$ cat src/rtl/fpu_pkg.sv
// Shared definitions for the sequential floating-point divider.
//   EXP_W / MAN_W : binary32 exponent and mantissa field widths
//   BIAS          : exponent bias
//   EXP_INF       : all-ones exponent used for the infinity pattern
//   state_t       : divider control states
package fpu_pkg;

  localparam int EXP_W = 8;
  localparam int MAN_W = 23;
  localparam int BIAS = 127;
  localparam logic [7:0] EXP_INF = 8'hFF;

  typedef enum logic [1:0] {
    IDLE,
    CALC,
    NORM,
    DONE
  } state_t;

endpackage

$ cat src/rtl/fdiv_step.sv
// One restoring-division step, purely combinational.
// Ports:
//   rem      [24:0] in  : partial remainder (always < 2*divisor)
//   divisor  [23:0] in  : normalised divisor {1,m2}
//   rem_next [24:0] out : remainder for the next step, already shifted left
//   q_bit           out : quotient bit produced by this step
module fdiv_step (
  input  logic [24:0] rem,
  input  logic [23:0] divisor,
  output logic [24:0] rem_next,
  output logic        q_bit
);

  logic [23:0] diff;

  // The remainder after a successful subtract is below the divisor, so it
  // fits in 24 bits and only the low 24 bits of the difference are needed.
  always_comb begin
    q_bit    = (rem >= {1'b0, divisor});
    diff     = rem[23:0] - divisor;
    rem_next = q_bit ? {diff, 1'b0} : {rem[23:0], 1'b0};
  end

endmodule

$ cat src/rtl/fdiv_seq.sv
// Sequential IEEE-754 binary32 divider (y = x1 / x2), one quotient bit per
// cycle, with a fixed latency of K+2 cycles from input to output transfer.
// Optional macro FDIV_ROUND_EN: computes one extra guard bit (K=26) and
// rounds to nearest even; without it (K=25) the mantissa is truncated.
// Ports:
//   clk, rst            : clock, asynchronous active-high reset
//   x1, x2     [31:0]   : dividend / divisor
//   in_valid, in_ready  : input handshake (in_ready only in IDLE)
//   y          [31:0]   : quotient
//   ovf                 : overflow to infinity or division by zero
//   out_valid, out_ready: output handshake
module fdiv_seq
  import fpu_pkg::*;
(
  input  logic        clk,
  input  logic        rst,
  input  logic [31:0] x1,
  input  logic [31:0] x2,
  input  logic        in_valid,
  output logic        in_ready,
  output logic [31:0] y,
  output logic        ovf,
  output logic        out_valid,
  input  logic        out_ready
);

`ifdef FDIV_ROUND_EN
  localparam int K = 26;
`else
  localparam int K = 25;
`endif
  localparam logic [4:0] K_LAST = 5'(K);

  state_t             state, next_state;
  logic               ys;
  logic [EXP_W-1:0]   e1, e2;
  logic [24:0]        rem, rem_next;
  logic [23:0]        divisor;
  logic [K-1:0]       quo;
  logic [4:0]         cnt;
  logic               q_bit;
  logic signed [9:0]  ye;
  logic [MAN_W-1:0]   mant;
  logic [31:0]        res_y;
  logic               res_ovf;
`ifdef FDIV_ROUND_EN
  logic               guard, sticky, round_up;
  logic [MAN_W:0]     mant_rnd;
`endif

  fdiv_step u_step (
    .rem      (rem),
    .divisor  (divisor),
    .rem_next (rem_next),
    .q_bit    (q_bit)
  );

  always_ff @(posedge clk or posedge rst) begin
    if (rst) state <= IDLE;
    else     state <= next_state;
  end

  // CALC holds one extra cycle once the counter reaches K so that every
  // operation, special cases included, sees the same K+2 latency.
  always_comb begin
    next_state = state;
    in_ready   = 1'b0;
    out_valid  = 1'b0;
    case (state)
      IDLE: begin
        in_ready = 1'b1;
        if (in_valid) next_state = CALC;
      end
      CALC: if (cnt == K_LAST) next_state = NORM;
      NORM: next_state = DONE;
      DONE: begin
        out_valid = 1'b1;
        if (out_ready) next_state = IDLE;
      end
      default: next_state = IDLE;
    endcase
  end

  always_ff @(posedge clk or posedge rst) begin
    if (rst) begin
      ys      <= 1'b0;
      e1      <= '0;
      e2      <= '0;
      rem     <= '0;
      divisor <= '0;
      quo     <= '0;
      cnt     <= '0;
      y       <= '0;
      ovf     <= 1'b0;
    end else begin
      case (state)
        IDLE: if (in_valid) begin
          ys      <= x1[31] ^ x2[31];
          e1      <= x1[MAN_W +: EXP_W];
          e2      <= x2[MAN_W +: EXP_W];
          rem     <= {2'b01, x1[MAN_W-1:0]};
          divisor <= {1'b1, x2[MAN_W-1:0]};
          quo     <= '0;
          cnt     <= '0;
        end
        CALC: if (cnt != K_LAST) begin
          rem <= rem_next;
          quo <= {quo[K-2:0], q_bit};
          cnt <= cnt + 5'd1;
        end
        NORM: begin
          y   <= res_y;
          ovf <= res_ovf;
        end
        default: ;
      endcase
    end
  end

  // Quotient of two [1,2) mantissas lies in (0.5,2): its MSB is the 2^0
  // bit, and a zero MSB means one left shift and one less exponent.
  always_comb begin
    ye = $signed({2'b00, e1}) - $signed({2'b00, e2}) + $signed(10'(BIAS));
    if (!quo[K-1]) ye = ye - 10'sd1;
    mant = quo[K-1] ? quo[K-2 -: MAN_W] : quo[K-3 -: MAN_W];
`ifdef FDIV_ROUND_EN
    guard    = quo[K-1] ? quo[K-25] : quo[K-26];
    sticky   = (quo[K-1] & quo[0]) | (rem != '0);
    round_up = guard & (sticky | mant[0]);
    mant_rnd = {1'b0, mant} + (MAN_W+1)'(round_up);
    mant     = mant_rnd[MAN_W-1:0];
    if (mant_rnd[MAN_W]) ye = ye + 10'sd1;
`endif
    res_y   = {ys, ye[EXP_W-1:0], mant};
    res_ovf = 1'b0;
    if (e2 == '0) begin
      res_y   = {ys, EXP_INF, {MAN_W{1'b0}}};
      res_ovf = 1'b1;
    end else if (e1 == '0) begin
      res_y = {ys, 31'b0};
    end else if (ye >= 10'sd255) begin
      res_y   = {ys, EXP_INF, {MAN_W{1'b0}}};
      res_ovf = 1'b1;
    end else if (ye <= 10'sd0) begin
      res_y = {ys, 31'b0};
    end
  end

endmodule

$ cat config.mk
export PLATFORM = sky130hd
export DESIGN_NAME = fdiv_seq
export DESIGN_NICKNAME = d
export VERILOG_FILES = /design/src/rtl/fpu_pkg.sv /design/src/rtl/fdiv_step.sv /design/src/rtl/fdiv_seq.sv
export SDC_FILE = /design/constraint.sdc
export NUM_CORES = 1
export LEC_CHECK = 0
export ABC_AREA = 0
export CAP_MARGIN = 10
export CELL_PAD_IN_SITES_DETAIL_PLACEMENT = 0
export CELL_PAD_IN_SITES_GLOBAL_PLACEMENT = 2
export CORE_MARGIN = 4
export CORE_UTILIZATION = 37
export DETAILED_ROUTE_END_ITERATION = 16
export DONT_BUFFER_PORTS = 1
export PLACE_DENSITY = 0.89
export SYNTH_ARGS = -nofsm -noshare
export SYNTH_HDL_FRONTEND = slang
export SYNTH_SLANG_ARGS = --single-unit
$ cat constraint.sdc
create_clock -name clk -period 4.5 [get_ports clk]
set_clock_uncertainty 0.15 [all_clocks]
set_input_delay 0.9 -clock clk [delete_from_list [all_inputs] [get_ports clk]]
set_output_delay 0.9 -clock clk [all_outputs]
set_load 0.01 [all_outputs]
## Yosys cells after proc, flatten, opt, wreduce, memory -nomap -nowiden

Cells that the tools add are included.

| word-level totals | value |
|---|---|
| flip-flop bits (word level) | 131 |
| output and inout bits | 35 |
| logic and storage cells | 60 |

| cells by class | value |
|---|---|
| add/subtract/negate cells | 5 |
| order comparisons | 3 |
| equality and inequality tests | 9 |
| muxes and demuxes | 25 |
| bitwise gates (word level) | 1 |
| reduce and logical (&&, ||, !) cells | 7 |

Operators with widths:

| operator | number |
|---|---|
| 25-bit two-way mux | 5 |
| 31-bit two-way mux | 4 |
| 25-bit one-hot mux with 2 select lines | 2 |
| 25-bit by 24-bit greater-or-equal comparator with 1-bit output | 1 |
| 24-bit subtractor | 1 |
| 23-bit two-way mux | 1 |
| 8-bit logical NOT | 2 |
| 9-bit by 8-bit adder with 10-bit output (second input constant) | 1 |
| 10-bit by 9-bit greater-or-equal comparator with 1-bit output (second input constant) | 1 |
| 10-bit by 1-bit less-or-equal comparator with 1-bit output (second input constant) | 1 |
| 10-bit two-way mux | 1 |
| 5-bit two-way mux | 2 |
| 5-bit one-hot mux with 2 select lines | 1 |
| 10-bit by 2-bit subtractor with 10-bit output (second input constant) | 1 |
| 8-bit by 8-bit subtractor with 9-bit output | 1 |
| 2-bit inequality test (second input constant) | 4 |
| 2-bit one-hot mux with 4 select lines | 1 |
| 2-bit two-way mux | 3 |
| 3-bit AND reduction | 2 |
| 5-bit by 1-bit adder with 5-bit output (second input constant) | 1 |
| 5-bit equality test (second input constant) | 1 |
| 1-bit two-way mux | 5 |
| 5-bit inequality test (second input constant) | 1 |
| 2-bit equality test (second input constant) | 2 |
| 5 further kinds | 5 |

## Longest topological paths before layout

| logic depth | value |
|---|---|
| word-level depth | 9 |
| gate-level depth with buffers | 15 |
| gate-level depth less buffers | 14 |

## Cells and area by module

A second synthesis with hierarchy kept.

| unflattened totals | value |
|---|---|
| cell total of the unflattened synthesis | 847 |
| area total of the unflattened synthesis | 8314.2 um^2 |

Modules (own cells, without submodules):

| module | times used | cells each | area an instance (um^2) |
|---|---|---|---|
| fdiv_seq | 1 | 593 | 6571.3 |
| fdiv_step | 1 | 254 | 1742.9 |

## Worst setup path after synthesis

Ideal clock, no wire load.

| path | value |
|---|---|
| path type | register to register |
| from | register e1[0] |
| to | register y[0] |
| data arrival time | 3117 ps |
| required time | 4218 ps |
| path slack | 1101 ps |
| cell stages (with the launch flop) | 16 |
| buffers on the path | 1 |
| period minus slack after synthesis | 3399 ps |
| path through | dfrtp_1 inv_1 ha_1 inv_1 fa_1 inv_1 ha_1 nor2b_1 o21ai_0 nand2_1 mux2_4 xnor2_1 a2111oi_1 a41o_4 buf_6 o41ai_2 |

| between the ends | value |
|---|---|
| cells in the longest elaborated chain, start to end | 9 |

Ends and longest elaborated chain:

| what | line | RTL |
|---|---|---|
| start, declared | fdiv_seq.sv:36 | `logic [EXP_W-1:0] e1, e2;` |
| start signal, assigned | fdiv_seq.sv:99 | `e1 <= x1[MAN_W +: EXP_W];` |
| 8-bit by 8-bit subtractor with 9-bit output | fdiv_seq.sv:123 | `ye = $signed({2'b00, e1}) - $signed({2'b00, e2}) + $signed(10'(BIAS));` |
| 9-bit by 8-bit adder with 10-bit output | fdiv_seq.sv:123 |  |
| 10-bit by 2-bit subtractor with 10-bit output | fdiv_seq.sv:124 | `if (!quo[K-1]) ye = ye - 10'sd1;` |
| 10-bit two-way mux | fdiv_seq.sv:124 |  |
| 10-bit by 1-bit less-or-equal comparator with 1-bit output | fdiv_seq.sv:144 | `end else if (ye <= 10'sd0) begin` |
| 31-bit two-way mux | fdiv_seq.sv:144 |  |
| 31-bit two-way mux | fdiv_seq.sv:141 | `end else if (ye >= 10'sd255) begin` |
| 31-bit two-way mux * | fdiv_seq.sv:139 | `end else if (e1 == '0) begin` |
| 31-bit two-way mux * | fdiv_seq.sv:136 | `if (e2 == '0) begin` |
| end signal, assigned | fdiv_seq.sv:112 | `y <= res_y;` |
| end, declared | fdiv_seq.sv:21 | `output logic [31:0] y,` |

Mark *: on every way between the ends. The rest lies on a longest branch, timed or not.
A chain may end at the register's enable or synchronous reset.

## Worst setup path in the final report

| path | value |
|---|---|
| from | register e1[0] |
| to | register y[22] |

Same word-level chain as after synthesis.

==> flow_metrics.env <==
export IMPL_worstPathCellList="inv_1 > ha_1 > inv_1 > fa_1 > inv_1 > ha_1 > nor2b_1 > o21ai_0 > nand2_1 > mux2_4 > xnor2_1 > a2111oi_1 > a41o_4 > o41ai_1"
export IMPL_cp_top_family="compound AO/OA/AOI/OAI gates"
export IMPL_num_io_pins=103
export IMPL_wl_per_cell_um=18.2
export IMPL_die_x_um=156
export IMPL_final_area_um2=9050
export IMPL_die_h_um=156
export IMPL_cts_hold_fix_buffers=0
export IMPL_drc=0
export IMPL_dr_pass1_iters=6
export IMPL_gp_congestion=0.842
export IMPL_hold_path_class="register to register"
export IMPL_timing_hold_ws_ns=0.293
export IMPL_setup_tns_final_ns=0
export IMPL_grt_max_degree=132
export IMPL_finalCriticalPeriod_ns=3.83
export IMPL_finalCritPeriodShare_pct=85.2
export IMPL_synth_edff_count=0
export IMPL_stdcell_count=1134
export IMPL_cpPeakStageDelay_ns=0.56
export IMPL_crit_buf_inv=3
export IMPL_clk_latency_ns=0.42
export IMPL_place_area_um2=8420
export IMPL_antenna_found_initial=1
export IMPL_core_area_um2=21800
export IMPL_yosys_warnings=0
export IMPL_synthCells=853
export IMPL_cts_root_buf="clkbuf_16"
export IMPL_track_usage_pct=17.4
export IMPL_grt_pass1_vias=6258
export IMPL_syn_area_um2=8140
export IMPL_cts_tree="done"
export IMPL_maxSlewViolCount=0
export IMPL_clk_pin_slew_ns=0.06
export IMPL_synth_main_ff_cell="dfrtp_1"
export IMPL_grt_first_pass_wirelength_mm=34.1
export IMPL_layout_nets=951
export IMPL_placement_rows=54
export IMPL_clkSinkCount=131
export IMPL_worst_setup_path_end_kind="register"
export IMPL_relSlewSlack_pct=25.4
export IMPL_criticalPathCategory="register to register"
export IMPL_drtIter0Drc=333
export IMPL_ys_async_sr_fraction_pct=100
export IMPL_tightest_slew_ns=1.12
export IMPL_htree_levels=4
export IMPL_drive_gt1_share_pct=16.7
export IMPL_n_antenna_cell=0
export IMPL_path_max_fanout=23
export IMPL_postCtsSetupBuffers=0
export IMPL_wl_mm=20.6
export IMPL_cp_start_kind="register"
export IMPL_vias_per_cell=5.46
export IMPL_cts_path_max_buffers=2
export IMPL_cp_common_cell="inv_1"
export IMPL_ys_ff_latch=131
export IMPL_design_die_area_um2=24400
export IMPL_status="complete, no violations"
export IMPL_antenna_left=0
export IMPL_arrival_ns=3.97
export IMPL_reg2reg_slack_ns=0.67
export IMPL_slowest_stage="a41o_4"
export IMPL_vias=6188
export IMPL_ys_seq_area_share_pct=40.3
export IMPL_fmax_mhz=261
export IMPL_dpl_cell_count=1102
export IMPL_report_final_setup_viol=0
export IMPL_dp_hpwl_mm=14.4
export IMPL_cap_violations=0
export IMPL_cts_resized=0
export IMPL_cts_buffers_inserted=17
export IMPL_overflow=0
export IMPL_initial_core_util_pct=37.4
export IMPL_hold_viol_final=0
export IMPL_avgSynthCellArea_um2=9.55
export IMPL_rsz0062_at_grt="no"
export IMPL_area_growth_pct=11.2
export IMPL_critPathRequiredTime_ns=4.63
export IMPL_io_buffer_count=0
export IMPL_syn_nets=963
export IMPL_yosysUniqueCellTypes=68
kinds of logic (layout without fill, tap and decap cells):
group	after synthesis	after routing	synth area share, %
AO/OA/AOI/OAI	187	187	17.7
XOR/XNOR	29	29	3.30
adder cells (fa/ha/maj)	42	42	6.64
buffers and inverters	96	97	4.86
flip-flops	131	131	40.3
multiplexers	76	76	10.4
AND/OR/NAND/NOR	292	292	16.9
worst min-delay path: stages (launching register included):
cell     delay (ns)
dfrtp_1        0.32
inv_1          0.05
nand2_1        0.05
final timing paths:
| check | startpoint | to | cells past startpoint |
|---|---|---|---|
| worst max register to register | e1[0] | y[22] | 14 |
| worst max-delay path | e1[0] | y[22] | 14 |
| min in group asynchronous | rst | divisor[9] | 2 |
| worst min-delay path | divisor[23] | divisor[23] | 2 |
| max in group asynchronous | rst | y[12] | 2 |
| worst min register to register | divisor[23] | divisor[23] | 2 |
cell type report:
type | instances | area, um^2
Clock buffer | 20 | 457
Clock inverter | 12 | 179
Tap cell | 280 | 350
Sequential cell | 131 | 3280
Fill cell | 2126 | 12700
Inverter | 54 | 206
Multi-Input combinational cell | 626 | 4490
Timing Repair Buffer | 11 | 95.1
stage by stage:
stage               setup slack, ns  utilization (%)
floorplan                      1.10                -
global placement              0.749             38.7
detailed placement            0.670             38.7
CTS                           0.650             41.6
global route                  0.383             41.6
finish                        0.666             41.6
registers in the layout, summed over array words and instances (netlist names):
register and cells:
cnt 5, divisor 24, rem 25, quo 25
state 2, ovf 1, y 32, e1 8
e2 8, ys 1
placed cells by master (no fill, tap or decap), types with 4 or more instances in the layout:
master,instances
xor2_1,9
mux2_2,63
or3_1,7
and3_1,15
clkinvlp_4,4
a31oi_1,5
ha_1,40
bufinv_16,4
inv_1,53
nand2_1,140
a21oi_1,44
o31ai_1,8
o21ai_0,37
nand3_1,40
o21a_1,7
o41ai_2,20
o211ai_1,9
buf_4,10
a21o_1,9
mux2i_1,12
nor3_1,19
a211oi_1,7
xnor2_1,18
nor2_1,23
nand2b_1,9
clkbuf_16,17
o41ai_1,4
dfrtp_1,131
nor2b_1,9
nand4_1,10
synth_stat cells, types with 5 or more instances:
cell type / instances / area (um^2)
nand2_1: 141 / 529
dfrtp_1: 131 / 3280
mux2_2: 63 / 709
inv_1: 54 / 203
a21oi_1: 44 / 220
ha_1: 40 / 500
nand3_1: 40 / 200
o21ai_0: 37 / 185
clkbuf_1: 34 / 128
nor2_1: 24 / 90.1
o41ai_2: 20 / 325
nor3_1: 19 / 95.1
xnor2_1: 18 / 158
and3_1: 15 / 93.8
mux2i_1: 12 / 120
nand4_1: 10 / 62.6
a21o_1: 9 / 67.6
nand2b_1: 9 / 56.3
nor2b_1: 9 / 56.3
o211ai_1: 9 / 67.6
xor2_1: 9 / 78.8
o31ai_1: 8 / 60.1
a211oi_1: 7 / 52.6
o21a_1: 7 / 52.6
or3_1: 7 / 43.8
a31oi_1: 5 / 31.3
routing by layer:
metal	vias to the layer above	routed length, um	GRT usage, %	part of all wire (%)
met5	-	13	0	0.063
met3	21	1050	4.48	5.1
li1	3035	-	-	-
met2	102	9320	26.9	45
met4	2	312	5.21	1.5
met1	3028	9900	24.0	48
Power is not shown: default switching activity piles up to over one toggle a cycle in this logic, so the estimate is an artifact.
